===== src/rtl/mem_stage_pkg.sv =====
// Shared types for the memory-access stage: op encodings, slot records,
// FSM state constants and the load-op classifier.
package mem_stage_pkg;

   localparam int ISSUE_WIDTH = 2;
   localparam int DATA_W      = 32;

   typedef enum logic [3:0] {
      OP_NOP, OP_ADD, OP_SUB, OP_AND, OP_OR,
      LD_B, LD_BU, LD_H, LD_HU, LD_W, LL_W,
      ST_B, ST_H, ST_W
   } alu_op_t;

   // Load-wait FSM states, kept as plain constants for older tools.
   localparam logic [1:0] S_IDLE  = 2'd0;
   localparam logic [1:0] S_WAIT  = 2'd1;
   localparam logic [1:0] S_HOLD  = 2'd2;
   localparam logic [1:0] S_DRAIN = 2'd3;

   typedef struct packed {
      logic              valid;
      alu_op_t           aluop;
      logic              reg_write_en;
      logic [4:0]        reg_write_addr;
      logic [DATA_W-1:0] reg_write_data;
      logic [31:0]       mem_addr;
   } ex_mem_t;

   typedef struct packed {
      logic              valid;
      logic              reg_write_en;
      logic [4:0]        reg_write_addr;
      logic [DATA_W-1:0] reg_write_data;
   } mem_wb_t;

   typedef struct packed {
      logic              reg_write_en;
      logic [4:0]        reg_write_addr;
      logic [DATA_W-1:0] reg_write_data;
   } pipeline_push_forward_t;

   function automatic logic is_load_op(input alu_op_t op);
      return op inside {LD_B, LD_BU, LD_H, LD_HU, LD_W, LL_W};
   endfunction

endpackage


===== src/rtl/mem_stage_if.sv =====
// Bus between execute/ctrl/D-cache and the memory stage.
interface mem_stage_if
   import mem_stage_pkg::*;
   ();

   logic                                        flush;
   logic                                        pause;
   ex_mem_t                [ISSUE_WIDTH-1:0]    mem_i;
   logic                                        dcache_data_ok;
   logic                   [DATA_W-1:0]         dcache_rdata;
   pipeline_push_forward_t [ISSUE_WIDTH-1:0]    mem_reg_pf;
   logic                                        pause_mem;
   mem_wb_t                [ISSUE_WIDTH-1:0]    wb_i;

   modport master (
      output flush, pause, mem_i, dcache_data_ok, dcache_rdata,
      input  mem_reg_pf, pause_mem, wb_i
   );

   modport slave (
      input  flush, pause, mem_i, dcache_data_ok, dcache_rdata,
      output mem_reg_pf, pause_mem, wb_i
   );

endinterface


===== src/rtl/mem_stage_load_formatter.sv =====
// Extracts and extends the addressed byte/half/word of a D-cache response.
module load_formatter
   import mem_stage_pkg::*;
(
   input  alu_op_t           aluop,
   input  logic [1:0]        off,
   input  logic [DATA_W-1:0] rdata,
   output logic [DATA_W-1:0] result
);

   logic [7:0]  byte_sel;
   logic [15:0] half_sel;

   // Pick the addressed lane and extend it according to the load type.
   always_comb begin
      // NOTE: every output of a combinational block gets a default first,
      // otherwise unlisted paths would hold their value and infer a latch.
      byte_sel = rdata[{off, 3'b000} +: 8];
      half_sel = rdata[{off[1], 4'b0000} +: 16];
      result   = rdata;
      case (aluop)
         LD_B:    result = {{24{byte_sel[7]}}, byte_sel};
         LD_BU:   result = {24'h0, byte_sel};
         LD_H:    result = {{16{half_sel[15]}}, half_sel};
         LD_HU:   result = {16'h0, half_sel};
         default: result = rdata;
      endcase
   end

endmodule


===== src/rtl/mem_stage.sv =====
// Memory-access stage: waits for slot-0 load data, formats it, forwards
// results to dispatch and registers the slot pair toward writeback.
module mem_stage
   import mem_stage_pkg::*;
(
   input  logic        clk,
   input  logic        rst,
   mem_stage_if.slave  bus
);

   logic [1:0]        state_q, state_d;
   logic [DATA_W-1:0] buf_q;
   logic              buf_load;
   logic              load;
   logic              pause_mem_c;
   logic [DATA_W-1:0] rdata_sel;
   logic [DATA_W-1:0] load_data;
   mem_wb_t [ISSUE_WIDTH-1:0] result;

   assign load      = bus.mem_i[0].valid && is_load_op(bus.mem_i[0].aluop);
   assign rdata_sel = (state_q == S_HOLD) ? buf_q : bus.dcache_rdata;

   load_formatter u_fmt (
      .aluop  (bus.mem_i[0].aluop),
      .off    (bus.mem_i[0].mem_addr[1:0]),
      .rdata  (rdata_sel),
      .result (load_data)
   );

   // Next state, stall request and buffer capture for the slot-0 load.
   always_comb begin
      state_d     = state_q;
      pause_mem_c = 1'b0;
      buf_load    = 1'b0;
      case (state_q)
         S_IDLE: begin
            if (load && !bus.dcache_data_ok) begin
               pause_mem_c = 1'b1;
               state_d     = S_WAIT;
            end else if (load && bus.pause) begin
               // A hit arriving while ctrl stalls is a one-shot pulse: keep it.
               buf_load = 1'b1;
               state_d  = S_HOLD;
            end
         end
         S_WAIT: begin
            pause_mem_c = !bus.dcache_data_ok;
            if (bus.dcache_data_ok) begin
               buf_load = bus.pause;
               state_d  = bus.pause ? S_HOLD : S_IDLE;
            end
         end
         S_HOLD: begin
            if (!bus.pause) state_d = S_IDLE;
         end
         S_DRAIN: begin
            // Any data_ok here answers the flushed load, never the current one.
            pause_mem_c = load;
            if (bus.dcache_data_ok) state_d = S_IDLE;
         end
         default: state_d = S_IDLE;
      endcase
      if (bus.flush) begin
         buf_load = 1'b0;
         state_d  = (((state_q == S_WAIT) || (state_q == S_DRAIN)) && !bus.dcache_data_ok)
                    ? S_DRAIN : S_IDLE;
      end
   end

   // Build this cycle's result pair and the push-forward view of it.
   always_comb begin
      for (int i = 0; i < ISSUE_WIDTH; i++) begin
         result[i].valid          = bus.mem_i[i].valid;
         result[i].reg_write_en   = bus.mem_i[i].reg_write_en;
         result[i].reg_write_addr = bus.mem_i[i].reg_write_addr;
         result[i].reg_write_data = bus.mem_i[i].reg_write_data;
      end
      if (load) result[0].reg_write_data = load_data;

      for (int i = 0; i < ISSUE_WIDTH; i++) begin
         bus.mem_reg_pf[i].reg_write_en   = result[i].valid && result[i].reg_write_en;
         bus.mem_reg_pf[i].reg_write_addr = result[i].reg_write_addr;
         bus.mem_reg_pf[i].reg_write_data = result[i].reg_write_data;
      end
      if (pause_mem_c) bus.mem_reg_pf[0].reg_write_en = 1'b0;

      bus.pause_mem = pause_mem_c;
      if (rst) begin
         bus.pause_mem  = 1'b0;
         bus.mem_reg_pf = '0;
      end
   end

   // FSM state register.
   always_ff @(posedge clk) begin
      // NOTE: sequential state always uses non-blocking assignment so every
      // register samples pre-edge values regardless of block ordering.
      if (rst) state_q <= S_IDLE;
      else     state_q <= state_d;
   end

   // Response buffer for data that arrives while ctrl holds the stage.
   always_ff @(posedge clk) begin
      // NOTE: pure datapath storage, qualified by the FSM, so it needs no reset.
      if (buf_load) buf_q <= bus.dcache_rdata;
   end

   // MEM->WB pipeline register: clear, bubble, load or hold.
   always_ff @(posedge clk) begin
      if (rst || bus.flush)                     bus.wb_i <= '0;
      else if (pause_mem_c || state_q == S_DRAIN) bus.wb_i <= '0;
      else if (!bus.pause)                      bus.wb_i <= result;
   end

endmodule


===== src/flat_wrapper.sv =====
// flat-port wrapper written by rule: the top's interface ports become plain ports
module mem_stage_flat import mem_stage_pkg::*;
  (clk, rst, bus_flush, bus_pause, bus_mem_i, bus_dcache_data_ok, bus_dcache_rdata, bus_mem_reg_pf, bus_pause_mem, bus_wb_i);
  mem_stage_if bus_i ();
  input  logic clk;
  input  logic rst;
  input wire logic [$bits(bus_i.flush)-1:0] bus_flush;
  input wire logic [$bits(bus_i.pause)-1:0] bus_pause;
  input wire logic [$bits(bus_i.mem_i)-1:0] bus_mem_i;
  input wire logic [$bits(bus_i.dcache_data_ok)-1:0] bus_dcache_data_ok;
  input wire logic [$bits(bus_i.dcache_rdata)-1:0] bus_dcache_rdata;
  output wire logic [$bits(bus_i.mem_reg_pf)-1:0] bus_mem_reg_pf;
  output wire logic [$bits(bus_i.pause_mem)-1:0] bus_pause_mem;
  output wire logic [$bits(bus_i.wb_i)-1:0] bus_wb_i;
  assign bus_i.flush = bus_flush;
  assign bus_i.pause = bus_pause;
  assign bus_i.mem_i = bus_mem_i;
  assign bus_i.dcache_data_ok = bus_dcache_data_ok;
  assign bus_i.dcache_rdata = bus_dcache_rdata;
  assign bus_mem_reg_pf = bus_i.mem_reg_pf;
  assign bus_pause_mem = bus_i.pause_mem;
  assign bus_wb_i = bus_i.wb_i;
  mem_stage u_core (.clk(clk), .rst(rst), .bus(bus_i));
endmodule

===== config.mk =====
export PLATFORM = sky130hd
export DESIGN_NAME = mem_stage_flat
export DESIGN_NICKNAME = d
export VERILOG_FILES = /design/src/rtl/mem_stage_pkg.sv /design/src/rtl/mem_stage_if.sv /design/src/rtl/mem_stage_load_formatter.sv /design/src/rtl/mem_stage.sv /design/src/flat_wrapper.sv
export SDC_FILE = /design/constraint.sdc
export NUM_CORES = 1
export LEC_CHECK = 0
export ABC_AREA = 0
export BUFFER_PORTS_ARGS = -buffer_cell sky130_fd_sc_hd__buf_2
export CAP_MARGIN = 20
export CORE_AREA = 2 2 132 134
export DETAILED_ROUTE_END_ITERATION = 16
export DIE_AREA = 0 0 134 136
export PLACE_DENSITY = 0.68
export SYNTH_ARGS = -nofsm -noshare
export SYNTH_HDL_FRONTEND = slang
export SYNTH_SLANG_ARGS = --single-unit

===== constraint.sdc =====
create_clock -name clk -period 4.05 [get_ports clk]
set_input_delay 0.6075 -clock clk [delete_from_list [all_inputs] [get_ports clk]]
set_output_delay 0.6075 -clock clk [all_outputs]
set_load 0.03 [all_outputs]

; After elaboration in Yosys (flattened, before gate mapping)
; Index checks and enable logic that the tools add are counted.
[word_totals]
reg_bits = 112
[classes]
shifts = 2
mux = 22
n_eq_ne = 13
n_reduce_logical = 14
[op_table]
columns = cell, count
row1 = 32-bit case mux with 4 select lines, 1
row2 = 76-bit two-way mux, 1
row3 = 32-bit two-way mux, 2
row4 = 32-bit by 6-bit variable part select with 16-bit output, 1
row5 = 32-bit by 6-bit variable part select with 8-bit output, 1
row6 = 2-bit two-way mux, 8
row7 = 4-bit by 3-bit == test with 1-bit output (second input constant), 3
row8 = 4-bit == test (second input constant), 3
row9 = 3-bit != test (second input constant), 3
row10 = 2-bit case mux with 4 select lines, 1
row11 = 1-bit two-way mux, 7
row12 = 1-bit logical AND, 6
row13 = 6-bit nonzero test, 1
row14 = 2-bit == test (second input constant), 2
row15 = 4-bit by 2-bit != test with 1-bit output (second input constant), 1
row16 = 4-bit AND reduction, 1
row17 = 1-bit logical OR, 3
row18 = 1-bit case mux with 3 select lines, 1
row19 = 2-bit by 1-bit == test with 1-bit output (second input constant), 1
row20 = 2-bit zero test, 1
row21 = 1-bit case mux with 2 select lines, 1
row22 = 2-bit OR reduction, 1
row23 = 1-bit zero test, 1

; Longest topological paths before layout
; Gate-level depths: netlist (run 1).
[logic_depth]
word_depth = 8
depth_mapped = 10
ltp_nobuf = 6

; Cells and area by module
; Synthesis (run 1) repeated with hierarchy kept, for this count alone.
[hier_totals]
hier_cells = 655
area_unflattened_um2 = 6267.3
[modules_own_cells]
columns = mod, area_each_um2, seq_area_each_um2, cells_each, instances
row1 = mem_stage, 5352.6, 2562.5, 555, 1
row2 = load_formatter, 914.6, 0.0, 100, 1

; Least setup slack after synthesis (run 1)
; OpenSTA, ideal clock, no wires.
[synth_timing]
path_type = input to register
startpoint = in bus_mem_i[71]
endpoint = reg u_core.buf_q[0], enable pin
n_path_buf = 3
arrival_ps = 3158
setup_ps = 434
cell_stages = 7
slack_ps = 459
path_cell_list = buf_2 -> nor2_4 -> a2bb2oi_2 -> nand2b_1 -> buf_2 -> clkbuf_1 -> a21oi_1
[synth_between]
elab_chain_len = 8
elab_cells_between_ends = 14
cone_classes = eq/ne (6) / mux (4) / reduce/logical (4)
[synth_rtl]
columns = element, line_no
row1 = start: declaration, flat_wrapper.sv:9  ; input wire logic [$bits(bus_i.mem_i)-1:0] bus_mem_i;
row2 = 4-bit by 3-bit == test with 1-bit output / 4-bit == test (equally long branches), mem_stage_pkg.sv:43  ; return op inside {LD_B, LD_BU, LD_H, LD_HU, LD_W, LL_W};
row3 = 6-bit nonzero test (*), mem_stage_pkg.sv:43
row4 = 1-bit logical AND (*), mem_stage.sv:20  ; assign load = bus.mem_i[0].valid && is_load_op(bus.mem_i[0].aluop);
row5 = 1-bit logical AND, mem_stage.sv:40  ; end else if (load && bus.pause) begin
row6 = 1-bit two-way mux, mem_stage.sv:40
row7 = 1-bit two-way mux (*), mem_stage.sv:37  ; if (load && !bus.dcache_data_ok) begin
row8 = 1-bit case mux with 2 select lines (*), mem_stage.sv:35  ; case (state_q)
row9 = 1-bit two-way mux (*), mem_stage.sv:63  ; if (bus.flush) begin
row10 = via u_core.buf_load, mem_stage.sv:13  ; logic buf_load;
row11 = end signal: assignment, mem_stage.sv:105  ; if (buf_load) buf_q <= bus.dcache_rdata;
row12 = end: declaration, mem_stage.sv:12  ; logic [DATA_W-1:0] buf_q;
; The timed path passes the listed nets; every way through them passes the cells marked *.
; A chain may end at the register's enable or synchronous reset.

; Worst setup path in the final report (run 1)
[layout_timing]
startpoint = reg u_core.state_q[0]
endpoint = out bus_mem_reg_pf[11]
[layout_between]
elab_chain_len = 6
elab_cells_between_ends = 7
cone_classes = eq/ne (1) / shift (2) / mux (4)
[layout_rtl]
columns = element, line_no
row1 = start: declaration, mem_stage.sv:11  ; logic [1:0] state_q, state_d;
row2 = start signal: assignment, mem_stage.sv:99  ; else state_q <= state_d;
row3 = 2-bit == test (*), mem_stage.sv:21  ; assign rdata_sel = (state_q == S_HOLD) ? buf_q : bus.dcache_rdata;
row4 = 32-bit two-way mux (*), mem_stage.sv:21
row5 = 32-bit by 6-bit variable part select with 16-bit output / 32-bit by 6-bit variable part select with 8-bit output (equally long branches), "mem_stage_load_formatter.sv:19, mem_stage_load_formatter.sv:18"
row6 = 32-bit case mux with 4 select lines (*), mem_stage_load_formatter.sv:21  ; case (aluop)
row7 = 32-bit two-way mux (*), mem_stage.sv:78  ; if (load) result[0].reg_write_data = load_data;
row8 = 76-bit two-way mux (*), mem_stage.sv:88  ; if (rst) begin
row9 = end: declaration, flat_wrapper.sv:12  ; output wire logic [$bits(bus_i.mem_reg_pf)-1:0] bus_mem_reg_pf;
; Every way passes the cells marked *; elsewhere a longest branch is shown, timed or not.

==> metrics, run 1 <==
Critical Path RT=3.44 ns; R2R depth=7; GRT Residual Overflow=0; outcome=completed; Die W=134 um; ys flop type=dfxtp_1; syn avg cell area=8.97 um^2; full die area=18200 um^2; register area share after synthesis=44.7%; synth top area cells=dfxtp_1 (28%), edfxtp_1 (17%), mux2i_1 (12%); via count=5801; Leak Pwr=3.70 nW; H-tree levels=3; total CTS buffers=9; Place WS=0.580 ns; HPWL after DPL=15.2 mm; Worst Skew=0.00917 ns; synth warn=0; startpoint types=register; post-route setup slack=0.490 ns; RSZ-0062 raised after global routing=no; CTS Hold Buffers Added=0; Synth cell types=54; Final #Nets=1087; min cycle time layout=3.56 ns; worst min path class=in2reg; mean number of vias per cell=5.13; Reg2Reg Launch Point=u_core.state_q[0]$_SDFFE_PP0P_; Port Buffers=275; r2r setup slk=1.53 ns; Final period util=87.9%; endpoints failing setup=0; critical path peak fanout=15; share of cells above drive strength 1=37.9%; post-synthesis register bit count=112; fmax=281 MHz; Post-synth EDFFs=32; synth-to-layout area growth=34.1%; Final ANT Viol Nets=0; post-layout util=45.6%; global-route wire length before repair=29.9 mm; min-delay src=bus_dcache_rdata[9]; Crit path arrival time=2.95 ns; Root Buffer=clkbuf_16; Hold Slack=0.438 ns; CTS sink cnt=112; worst slew pin tran=0.952 ns; Post-Route WL=20.0 mm; relative slew slack=36.5%; Reg-to-Reg End=u_core.bus.wb_i[6]$_SDFFE_PP0N_; gr usage total=21.3%; # diodes=0; ys async rst share=0%; MaxCap Viol Count=0; Clk Latency, worst-skew pair=0.36 ns; DRC errors left=0; syn_nets=826; Setup TNS Final=0 ns; area leader, netlist=dfxtp_1; TritonRoute pass-1 iters=6; area of the core=16900 um^2; I/O pin cnt=342; Cells on Worst Hold Path=1; Starting Density=34.0%; CTS tree=done; worst vdd ir=0.217 mV; chip height=136 um; Commonest cells post-synth=nor2_1 (98), dfxtp_1 (80), nand2_1 (69); CP Capture Type=output pin; kind of critical path=reg2out; Synth top area share=27.9%; clock transition at the registers of the reported paths=0.08 ns; initial antenna violation count=0; 1st-iter DRT viols=358; largest net degree at the start of global routing=63; Hold Path End=u_core.buf_q[9]$_DFFE_PP_; Mapped Cells=639; # rows=48; PwrDens=364 nW/um^2; Final Power=2.80 mW; drt wl/cell=17.7 um; clock buffer depth=2; Post-Syn Area=5730 um^2; Post-CTS Setup Inserts=0; count leader, synth=nor2_1; Placer Congestion=0.909; Hold Vio Cnt, Final=0; Post-CTS Resized=0; number of global-route vias before repair=5359; max-slew violation count=0
through the flow:
step	cell area [um^2]	cells
floorplan	5730	639
global placement	7370	1114
detailed placement	7370	1114
CTS	7690	1130
global route	7690	1130
finish	7690	1130
where the power goes:
group          switching (mW)  internal, mW  total [mW]  leakage [nW]
Sequential             0.0162          1.18        1.20         0.940
Combinational           0.424         0.217       0.640          2.60
Clock                   0.436         0.525       0.960         0.159
Total                   0.876          1.92        2.80          3.70
how the worst max path moves through the flow:
stage                                    from                   endpoint  slack (ns)  depth (start not counted)
2_1_floorplan                   bus_mem_i[71]  u_core.buf_q[0]$_DFFE_PP_        0.46                          7
3_3_place_gp                     bus_mem_i[0]         bus_mem_reg_pf[11]        0.62                          8
3_5_place_dp                     bus_mem_i[0]         bus_mem_reg_pf[11]        0.58                          8
4_1_cts        u_core.state_q[0]$_SDFFE_PP0P_         bus_mem_reg_pf[11]        0.47                          9
5_1_grt        u_core.state_q[0]$_SDFFE_PP0P_         bus_mem_reg_pf[11]        0.24                          9
6_report       u_core.state_q[0]$_SDFFE_PP0P_         bus_mem_reg_pf[11]        0.49                          7
registers in the layout, summed over array words and instances (netlist names):
name,flops
u_core.state_q,2
u_core.buf_q,32
u_core.bus.wb_i,78
layer usage:
layer	share of wire [%]	global-route usage, %	vias to the layer above
li1	-	-	2784
met1	42	27.1	2714
met2	49	36.6	282
met3	7.3	3.62	21
met4	2.0	7.62	0
met5	0	0	-
critical path, stage by stage (launching register included):
cell and delay (ns):
dfxtp_1 0.48, nand2b_2 0.31, buf_4 0.32, mux2i_1 0.45, nand2_1 0.10, a311oi_1 0.58, a21oi_1 0.15, buf_2 0.21
kinds of logic after synthesis:
logic type	after synthesis	share of synthesized area (%)
XOR/XNOR	1	0.153
multiplexers	71	12.9
AND/OR/NAND/NOR	250	20.2
flip-flops	112	44.7
buffers and inverters	66	4.89
AO/OA/AOI/OAI	139	17.2
placed cells by master, fill, tap and decap left out, drive strengths merged, types with 2 or more instances in the layout:
cell / count
mux2: 2
a311oi: 15
nor4b: 2
buf: 297
nand3b: 2
edfxtp: 32
nand2: 69
o21ai: 23
inv: 23
nand3: 10
dfxtp: 80
a211o: 6
nor2b: 47
nor2: 99
o22ai: 37
nand4b: 2
clkbuf: 10
nand2b: 6
or2: 2
mux2i: 67
a211oi: 3
o211ai: 2
nor3: 6
a21oi: 33
mux4: 2
o2bb2ai: 7
layout make-up:
type / count / area, um^2
well taps: 225 / 282
repair buffers: 297 / 1540
clock inverters: 6 / 68.8
inverters: 19 / 71.3
flip-flops and latches: 112 / 2560
multi-input cells: 461 / 2910
fillers: 1680 / 9190
clock buffers: 10 / 250
(Power assumes the default switching activity.)
==> run 2, diff against run 1 <==
==> constraint.sdc (replaced) <==
create_clock -name clk -period 3.9 [get_ports clk]
set_input_delay 0.585 -clock clk [delete_from_list [all_inputs] [get_ports clk]]
set_output_delay 0.585 -clock clk [all_outputs]
set_load 0.03 [all_outputs]
==> metrics, run 2 (synthesized netlist as in run 1, its figures left out) <==
H-tree levels=3 (unchanged); Hold Vio Cnt, Final=0 (unchanged); Die W=134 um (unchanged); fmax=287 MHz; CTS sink cnt=112 (unchanged); Setup TNS Final=0 ns (unchanged); CP cell instances=nand2b_2 -> buf_4 -> mux2i_1 -> o21a_1 -> a21oi_1 -> o211ai_1 -> a21oi_1 -> buf_2; relative slew slack=37.1% (+0.57 points); CTS tree=done; Final period util=89.3%; commonest cells after routing, fill and taps aside=buf_2 (274), nor2_1 (97), dfxtp_1 (80); most numerous cell on the critical path=a21oi_1; CTS Hold Buffers Added=0 (unchanged); Root Buffer=clkbuf_16; worst path buffer plus inverter count=2 (unchanged); Top reg by flops=u_core.bus.wb_i; worst slew pin tran=0.944 ns (-0.00849 ns); post-route setup slack=0.419 ns (-0.0706 ns); critical path peak fanout=14 (-1); Final Power=2.80 mW (about the same); largest net degree at the start of global routing=63 (unchanged); DRC errors left=0 (unchanged); Top Registers=u_core.bus.wb_i: 78 flops, u_core.buf_q: 32 flops, u_core.state_q: 2 flops; endpoints failing setup=0 (unchanged); RSZ-0062 raised after global routing=no; total CTS buffers=9 (unchanged); kind of critical path=reg2out; global-route wire length before repair=29.5 mm (-1.3%); share of cells above drive strength 1=37.7% (-0.21 points); PwrDens=367 nW/um^2 (+0.82%); drt wl/cell=17.8 um (+0.24%); post-layout util=45.2% (-0.38 points); Critical Path RT=3.31 ns (-0.13 ns); full die area=18200 um^2 (unchanged); Hold Slack=0.425 ns (-0.0126 ns); Crit path arrival time=2.90 ns (-0.05 ns); # diodes=0 (unchanged); MaxCap Viol Count=0 (unchanged); worst vdd ir=0.202 mV (-6.7%); mean number of vias per cell=5.09 (-0.77%); Cells on Worst Hold Path=1 (unchanged); HPWL after DPL=15.2 mm (-0.36%); Post-Route WL=20.0 mm (about the same); most common cell after layout, fill and taps aside=buf_2; CP Capture Type=output pin; area of the core=16900 um^2 (unchanged); logic depth of the worst path, buffers included=8 (+1); Clk Latency, worst-skew pair=0.35 ns (about the same); TritonRoute pass-1 iters=5 (-1); Place WS=0.527 ns (-0.0525 ns); Port Buffers=275 (unchanged); Post-CTS Resized=0 (unchanged); # rows=48 (unchanged); gr usage total=21.1% (-0.25 points); Placer Congestion=0.950 (+4.6%); Slowest-stage cell, CP=dfxtp_1; R2R depth=5 (-2); clock transition at the registers of the reported paths=0.08 ns (about the same); max reg flops=78 (unchanged); synth-to-layout area growth=33.0%; crit-path max cell delay=0.48 ns (-0.10 ns); via count=5741 (-1.0%); cell family with most CP delay=compound AO/OA/AOI/OAI gates; worst min path class=in2reg; Worst Skew=0.00673 ns (-0.00244 ns); I/O pin cnt=342 (unchanged); outcome=completed; GRT Residual Overflow=0 (unchanged); min cycle time layout=3.48 ns; initial antenna violation count=0 (unchanged); clock buffer depth=2 (unchanged); number of global-route vias before repair=5405 (+0.86%); max-slew violation count=0 (unchanged); Leak Pwr=3.67 nW (-0.89%); Final ANT Viol Nets=0 (unchanged); chip height=136 um (unchanged); Final #Nets=1084 (-0.28%); Post-CTS Setup Inserts=0 (unchanged); 1st-iter DRT viols=335 (-6.4%); Starting Density=34.0% (unchanged); startpoint types=register
[run 2: changes by cell type in the layout (fill, tap and decap cells not counted)]
cell and delta:
buf_4 -3, bufinv_16 -1, clkbuf_16 -1, clkinv_2 +1
clkinv_4 +1
[run 2: final timing paths]
kind / slack, ns / to / start
min reg2reg: 0.45 / u_core.bus.wb_i[25]$_SDFFE_PP0N_ / u_core.bus.wb_i[25]$_SDFFE_PP0N_
min: 0.42 / u_core.buf_q[22]$_DFFE_PP_ / bus_dcache_rdata[22]
max: 0.42 / bus_mem_reg_pf[6] / u_core.state_q[0]$_SDFFE_PP0P_
max reg2reg: 1.17 / u_core.bus.wb_i[23]$_SDFFE_PP0N_ / u_core.state_q[1]$_SDFFE_PP0P_
[run 2: metal layers]
metal / GRT usage (%) / up-vias / part of all wire [%]
met5: 0 / - / 0
met4: 7.21 / 0 / 1.6
met3: 4.44 / 20 / 7.7
met2: 36.6 / 277 / 49
met1: 26.0 / 2680 / 42
li1: - / 2764 / -
[run 2: area by class of cell]
class                           count  area (um^2)
Timing Repair Buffer              294         1520
Tap cell                          225          282
Clock buffer                        9          225
Inverter                           19         71.3
Fill cell                        1693         9250
Multi-Input combinational cell    461         2910
Sequential cell                   112         2560
Clock inverter                      7         52.6
[run 2: worst reg2reg max path: cells and delay by family (launching register included)]
family          cells  cell delay, ns
compound gates      3            1.44
simple gates        2            0.83
flops               1            0.36
[run 2: report_power, final]
| part | internal, mW | switching, mW | total (mW) |
|---|---|---|---|
| sequential | 1.23 | 0.0165 | 1.24 |
| combinational | 0.223 | 0.440 | 0.663 |
| clock | 0.441 | 0.451 | 0.892 |
| total | 1.89 | 0.907 | 2.80 |
[run 2: per-stage QoR]
step                      instances  cell area (um^2)
final                          1127              7630
after global routing           1127              7630
after CTS                      1127              7630
after detailed placement       1111              7350
after global placement         1111              7350
after floorplan                 639              5730
